--- config.mk ---
export PLATFORM = sky130hd
export DESIGN_NAME = alu_8bit
export DESIGN_NICKNAME = d
export VERILOG_FILES = /design/src/rtl/alu_8bit_pkg.sv /design/src/rtl/alu_8bit_core.sv /design/src/rtl/alu_8bit.sv
export SDC_FILE = /design/constraint.sdc
export NUM_CORES = 1
export LEC_CHECK = 0
export BUFFER_PORTS_ARGS = -buffer_cell sky130_fd_sc_hd__buf_2
export CAP_MARGIN = 10
export CORE_ASPECT_RATIO = 0.6
export CORE_MARGIN = 1.5
export CORE_UTILIZATION = 55
export DETAILED_ROUTE_END_ITERATION = 6
export HOLD_SLACK_MARGIN = 0.1
export PLACE_DENSITY_LB_ADDON = 0.15
export SYNTH_ARGS = -nofsm -noshare
export SYNTH_HDL_FRONTEND = slang
export SYNTH_SLANG_ARGS = --single-unit
--- constraint.sdc ---
create_clock -name clk -period 5.26 [get_ports clk]
set_input_delay 0.526 -clock clk [delete_from_list [all_inputs] [get_ports clk]]
set_output_delay 0.526 -clock clk [all_outputs]
set_load 0.01 [all_outputs]
--- src/rtl/alu_8bit_pkg.sv ---
// alu_8bit_pkg: shared constants for the 8-bit execute-stage ALU.
//   DATA_W   - datapath width (fixed at 8)
//   opcode_e - 3-bit operation select encodings (OP_ADD .. OP_SHLB)
package alu_8bit_pkg;

  localparam int unsigned DATA_W = 8;

  typedef enum logic [2:0] {
    OP_ADD  = 3'b000,
    OP_SUB  = 3'b001,
    OP_AND  = 3'b010,
    OP_OR   = 3'b011,
    OP_XOR  = 3'b100,
    OP_CMP  = 3'b101,
    OP_SHLA = 3'b110,
    OP_SHLB = 3'b111
  } opcode_e;

endpackage

--- src/rtl/alu_8bit_core.sv ---
// alu_8bit_core: purely combinational ALU datapath.
//   a, b    in  operands (unsigned)
//   opcode  in  operation select (see alu_8bit_pkg::opcode_e)
//   result  out 8-bit result
//   c_flag  out compare flag (CMP: A > B)
//   c_out   out carry (ADD), borrow (SUB), shifted-out bit (SHLA/SHLB)
//   zero    out result == 0; present only when ALU_ZERO_FLAG_EN is defined
module alu_8bit_core
  import alu_8bit_pkg::*;
(
  input  logic [DATA_W-1:0] a,
  input  logic [DATA_W-1:0] b,
  input  logic [2:0]        opcode,
  output logic [DATA_W-1:0] result,
  output logic              c_flag,
  output logic              c_out
`ifdef ALU_ZERO_FLAG_EN
  ,
  output logic              zero
`endif
);

  logic [DATA_W:0] sum;
  logic [DATA_W:0] diff;

  // Zero-extended to 9 bits: bit 8 of the sum is the carry, bit 8 of the
  // difference is set exactly when a < b (borrow).
  assign sum  = {1'b0, a} + {1'b0, b};
  assign diff = {1'b0, a} - {1'b0, b};

  always_comb begin
    result = '0;
    c_flag = 1'b0;
    c_out  = 1'b0;
    case (opcode_e'(opcode))
      OP_ADD: begin
        result = sum[DATA_W-1:0];
        c_out  = sum[DATA_W];
      end
      OP_SUB: begin
        result = diff[DATA_W-1:0];
        c_out  = diff[DATA_W];
      end
      OP_AND:  result = a & b;
      OP_OR:   result = a | b;
      OP_XOR:  result = a ^ b;
      OP_CMP: begin
        c_flag = (a > b);
        result = {{(DATA_W-1){1'b0}}, c_flag};
      end
      OP_SHLA: begin
        result = {a[DATA_W-2:0], 1'b0};
        c_out  = a[DATA_W-1];
      end
      OP_SHLB: begin
        result = {b[DATA_W-2:0], 1'b0};
        c_out  = b[DATA_W-1];
      end
    endcase
  end

`ifdef ALU_ZERO_FLAG_EN
  assign zero = (result == '0);
`endif

endmodule

--- src/rtl/alu_8bit.sv ---
// alu_8bit: registered 8-bit ALU (execute stage), one operation per cycle,
// one cycle latency, no handshake.
//   clk         in  clock, rising edge
//   rst         in  synchronous active-high reset (priority over operation)
//   A, B        in  8-bit unsigned operands
//   opcode      in  3-bit operation select
//   ALU_output  out registered result
//   C_flag      out registered compare flag
//   C_out       out registered carry/borrow/shift-out
//   Z_flag      out registered zero flag (only with `define ALU_ZERO_FLAG_EN)
module alu_8bit
  import alu_8bit_pkg::*;
(
  input  logic              clk,
  input  logic              rst,
  input  logic [DATA_W-1:0] A,
  input  logic [DATA_W-1:0] B,
  input  logic [2:0]        opcode,
  output logic [DATA_W-1:0] ALU_output,
  output logic              C_flag,
  output logic              C_out
`ifdef ALU_ZERO_FLAG_EN
  ,
  output logic              Z_flag
`endif
);

  logic [DATA_W-1:0] alu_output_d, alu_output_q;
  logic              c_flag_d, c_flag_q;
  logic              c_out_d, c_out_q;
  logic [DATA_W-1:0] core_result;
  logic              core_c_flag;
  logic              core_c_out;
`ifdef ALU_ZERO_FLAG_EN
  logic              core_zero;
  logic              z_flag_d, z_flag_q;
`endif

  alu_8bit_core u_core (
    .a      (A),
    .b      (B),
    .opcode (opcode),
    .result (core_result),
    .c_flag (core_c_flag),
    .c_out  (core_c_out)
`ifdef ALU_ZERO_FLAG_EN
    ,
    .zero   (core_zero)
`endif
  );

  always_comb begin
    alu_output_d = core_result;
    c_flag_d     = core_c_flag;
    c_out_d      = core_c_out;
`ifdef ALU_ZERO_FLAG_EN
    z_flag_d     = core_zero;
`endif
  end

  always_ff @(posedge clk) begin
    if (rst) begin
      alu_output_q <= '0;
      c_flag_q     <= 1'b0;
      c_out_q      <= 1'b0;
`ifdef ALU_ZERO_FLAG_EN
      z_flag_q     <= 1'b1; // consistent with the zero result held in reset
`endif
    end else begin
      alu_output_q <= alu_output_d;
      c_flag_q     <= c_flag_d;
      c_out_q      <= c_out_d;
`ifdef ALU_ZERO_FLAG_EN
      z_flag_q     <= z_flag_d;
`endif
    end
  end

  assign ALU_output = alu_output_q;
  assign C_flag     = c_flag_q;
  assign C_out      = c_out_q;
`ifdef ALU_ZERO_FLAG_EN
  assign Z_flag     = z_flag_q;
`endif

endmodule

==> Word-level counts from Yosys, hierarchy flattened <==
Index checks and enable logic that the tools add are counted.
W data, S select, Z words.
{ "op_classes": {"addsub": 2, "order_cmp": 1, "n_eq_ne": 7, "n_mux": 2, "n_bitwise": 4, "reduce_logical": 2} }
{ "op_table": {"columns": ["cell", "count"], "rows": [
  ["$pmux W8 S8", 1],
  ["$eq A3 B3 Y1 const B", 4],
  ["$add A8 B8 Y9", 1],
  ["$sub A8 B8 Y9", 1],
  ["$and A8 B8 Y8", 1],
  ["$gt A8 B8 Y1", 1],
  ["$or A8 B8 Y8", 1],
  ["$xor A8 B8 Y8", 1],
  ["$eq A3 B2 Y1 const B", 2],
  ["$pmux W1 S4", 1],
  ["$eq A3 B1 Y1 const B", 1],
  ["$logic_not A3 Y1", 1],
  ["$reduce_or A2 Y1", 1],
  ["$not A1 Y1", 1]
]} }
{ "totals": {"regBits": 10, "in_bits": 21, "wordCells": 21} }

==> Depth between registers and ports, before layout <==
{ "logic_depth": {"depth_word": 3, "depth_mapped": 9} }

==> Modules after synthesis <==
From an unflattened synthesis, not the netlist that was laid out.
{ "unflattened": {"hier_cells": 212, "area_unflattened_um2": 1620.3} }
{ "by_module_without_submodules": {"columns": ["module", "n_inst", "cells_per_inst", "area_each_um2"], "rows": [
  ["alu_8bit_core", 1, 192, 1357.6],
  ["alu_8bit", 1, 20, 262.8]
]} }

==> Worst setup path before layout <==
Ideal clock, no wire load.
{ "synth_timing": {"kind": "input to register", "start": "input B[6]", "end": "register alu_output_q[7] (netlist: ALU_output[7])", "setup_time_ns": 0.128, "arrival_ns": 1.948, "t_required_ns": 5.132, "path_slack_ns": 3.184, "stages": 8, "path_buffers": 1, "path_cell_list": "inv_1 ha_1 buf_2 inv_2 a21oi_1 mux2_2 nor4_1 nor3_2"} }
{ "synth_between": {"elab_chain_len": 2, "word_cells_on_any_way": 3, "classes_between": "2 x add/sub; 1 x mux"} }
{ "synth_lines": {"columns": ["element", "line", "source"], "rows": [
  ["start, declared", "alu_8bit.sv:17", "input logic [DATA_W-1:0] B,"],
  ["$sub A8 B8 Y9 or $add A8 B8 Y9 (tied branches)", "alu_8bit_core.sv:29, alu_8bit_core.sv:28", null],
  ["$pmux W8 S8 *", "alu_8bit_core.sv:35", "case (opcode_e'(opcode))"],
  ["end signal, assigned", "alu_8bit.sv:70", "alu_output_q <= alu_output_d;"],
  ["end, declared", "alu_8bit.sv:28", "logic [DATA_W-1:0] alu_output_d, alu_output_q;"]
]} }
Mark *: on every way between the ends. The rest lies on a longest branch, timed or not.
A chain may end at the register's enable or synchronous reset.

==> Worst setup path after layout <==
{ "layout_timing": {"start": "input A[0]", "end": "register alu_output_q[4] (netlist: ALU_output[4])"} }
{ "layout_between": {"elab_chain_len": 2, "word_cells_on_any_way": 3, "classes_between": "2 x add/sub; 1 x mux"} }
{ "layout_lines": {"columns": ["element", "line", "source"], "rows": [
  ["start, declared", "alu_8bit.sv:16", "input logic [DATA_W-1:0] A,"],
  ["$sub A8 B8 Y9 or $add A8 B8 Y9 (tied branches)", "alu_8bit_core.sv:29, alu_8bit_core.sv:28", null],
  ["$pmux W8 S8 *", "alu_8bit_core.sv:35", null]
]} }
Marked as above.

==> results.ini <==
[logic_synthesis]
synthMuxAreaShare_pct = 9.265
synth_top_flop_cell = dfxtp_1
syn_area_per_cell_um2 = 7.842
synth_top_family_by_area = compound AO/OA/AOI/OAI gates
synth_edf_count = 0
synth_commonest_cells = inv_1, ha_1, a21oi_1, nor2_1, nand2_1
ys_top_cells_by_area = ha_1, dfxtp_1, inv_1
ys_seq_area_share_pct = 11.76
ys_types = 53
synth-xor-area-share_pct = 1.544
syn_area_um2 = 1702
synth_most_common_cell = inv_1
synthCells = 217
yosys_warnings = 0
synth-simple-area-share_pct = 18.38
synth_adder_area_share_pct = 20.00
syn-num-nets = 264
synthArstFlopShare_pct = 0
synth_compound_area_share_pct = 27.28
yosys.area.top_type_share_pct = 17.65
synth-seq-cells = 10
synth_top_area_cell = ha_1

[pwr]
power.leakage_nw = 0.8992
power_frac_seq_pct = 26.6
pwr-share-clk_pct = 23.1
p_per_area_nw_per_um2 = 169.5
power_mw = 0.3155
power_frac_comb_pct = 50.3
p_sw_share_pct = 37.99
intPower_mw = 0.1956
ir_worst_vdd_mv = 0.09649
p_sw_mw = 0.1199

[timing]
clock.fmax_ghz = 0.4305
finalSetupViolCount = 0
fin_setup_tns_ps = 0
maxSlewHeadroom_pct = 62.93
period_minus_slack_ps = 2323
tightest_slew_ps = 548.9
rsz0062_at_grt = false
slew_viol_final = 0
holdWs_ps = 633.1
hold_viol = 0
period_share_pct = 44.16

[worst_setup_path]
cpPeakStageDelay_ps = 540
cp-start-kind = input port
cp.required_ps = 5320
cp_cell_sequence = buf_2 -> ha_1 -> fa_1 -> a21oi_1 -> o21ai_1 -> nand4_1 -> o311ai_0 -> o41ai_1
critPathArrivalTime_ps = 2390
crit_slowest_cell = o41ai_1
end_kind = flop
crit_type = input port to flop
path_max_fanout = 4
crit_buf_inv = 1
crit_family = compound AO/OA/AOI/OAI gates

[clocking]
cts_root_buf = clkbuf_8
cts_sinks = 10
postCtsSetupBuffers = 0
cts_resized = 0
holdBufCountCts = 0
cts_buffer_depth = 2
numCtsBuffers = 3
path_clk_slew_ps = 40
htreeDepth = 1
cts_tree = yes

[floorplan]
die_x_um = 74.81
ios = 31
start_util_pct = 58.49
coreArea_um2 = 2909
dieArea_um2 = 3448
fp-row-count = 15
die_h_um = 46.09

[hold_path]
hp-start = rst
hold_depth = 2
hp-class = input port to flop
whs_endpoint = ALU_output[2]$_SDFF_PP0_

[final_layout]
n_fill_cell = 272
multi_input_area_um2 = 1301
seq_area_um2 = 200.2
syn_to_final_growth_pct = 9.412
antenna_cells = 0
drive_above_1_share_pct = 20.25
final_cells = 279
fin_util_pct = 64.00
nets = 286

[run_status]
status = finished clean

[global_routing]
grt_max_degree = 29
antenna_found_initial = 0
grt_pass1_wl_mm = 6.837
gr-total-overflow = 0
grt_pass1_vias = 1407
grt_use_total_pct = 26.65

[route]
wl_met3_um = 382
wl_met1_mm = 2.210
routed-via-count = 1651
drc = 0
first_iter_violations = 286
firstDrtPassIters = 4
wl_per_cell_um = 15.20
top_layer = met4
route.met2.wl_mm = 1.614
avgViaCountPerCell = 5.918
postRouteAntennaNets = 0
drt-total-wl_mm = 4.241

[placement]
portBuffers = 30
place.gp.congestion = 0.8913
placed_cells = 276
dp_hpwl_mm = 3.277

[job]
max_cap_viol_count = 0

worst max-delay path by stage:
stage,from,to,slack [ps],cells past startpoint
finish,A[0],ALU_output[4]$_SDFF_PP0_,2940,8
CTS,A[0],ALU_output[4]$_SDFF_PP0_,2990,8
global placement,A[0],ALU_output[4]$_SDFF_PP0_,2780,8
global route,A[0],ALU_output[4]$_SDFF_PP0_,2810,8
floorplan,B[6],ALU_output[7]$_SDFF_PP0_,3180,8
detailed placement,A[0],ALU_output[4]$_SDFF_PP0_,2750,8
routing by layer:
layer  up-vias  track usage [%]
li1        816                -
met1       737            42.97
met2        94            36.96
met3         4            3.720
met4         0            4.727
met5         -                0
logic make-up after synthesis:
logic type	Yosys count
mux	11
simple gates	57
compound gates	66
buf+inv	44
fa+ha+maj	26
xor+xnor	3
flops	10
cells in the final DEF (no fill, tap or decap), drive strengths merged, types with 6 or more instances in the layout:
cell / count
nor3: 7
mux2i: 6
dfxtp: 10
buf: 30
nor2: 18
nand2: 11
inv: 30
o21ai: 13
ha: 24
a21oi: 17
layout make-up:
type | count | share of cell area [%]
timing repair buffer | 30 | 8.064
multi-input combinational | 163 | 69.89
sequential | 10 | 10.75
clock buffer | 3 | 2.218
tap | 42 | 2.823
inverter | 31 | 6.250
state kept, by name, summed over array words and instances (netlist names):
name,count
C_out,1
ALU_output,8
C_flag,1
power groups by stage:
stage | sequential, mW | clock, mW | combinational, mW
after floorplan | 0.0893 | 0 | 0.112
after global placement | 0.0852 | 0 | 0.154
after detailed placement | 0.0852 | 0 | 0.155
after CTS | 0.0839 | 0.0750 | 0.156
after global routing | 0.0847 | 0.0800 | 0.175
final | 0.0838 | 0.0729 | 0.159
per-stage QoR:
step                      worst slack, ps  cell area [µm²]
after CTS                            2989             1862
after floorplan                      3184             1702
after global routing                 2809             1862
after global placement               2781             1821
after detailed placement             2754             1821
final                                2937             1862
No activity file was read; power rests on OpenSTA's default activity.
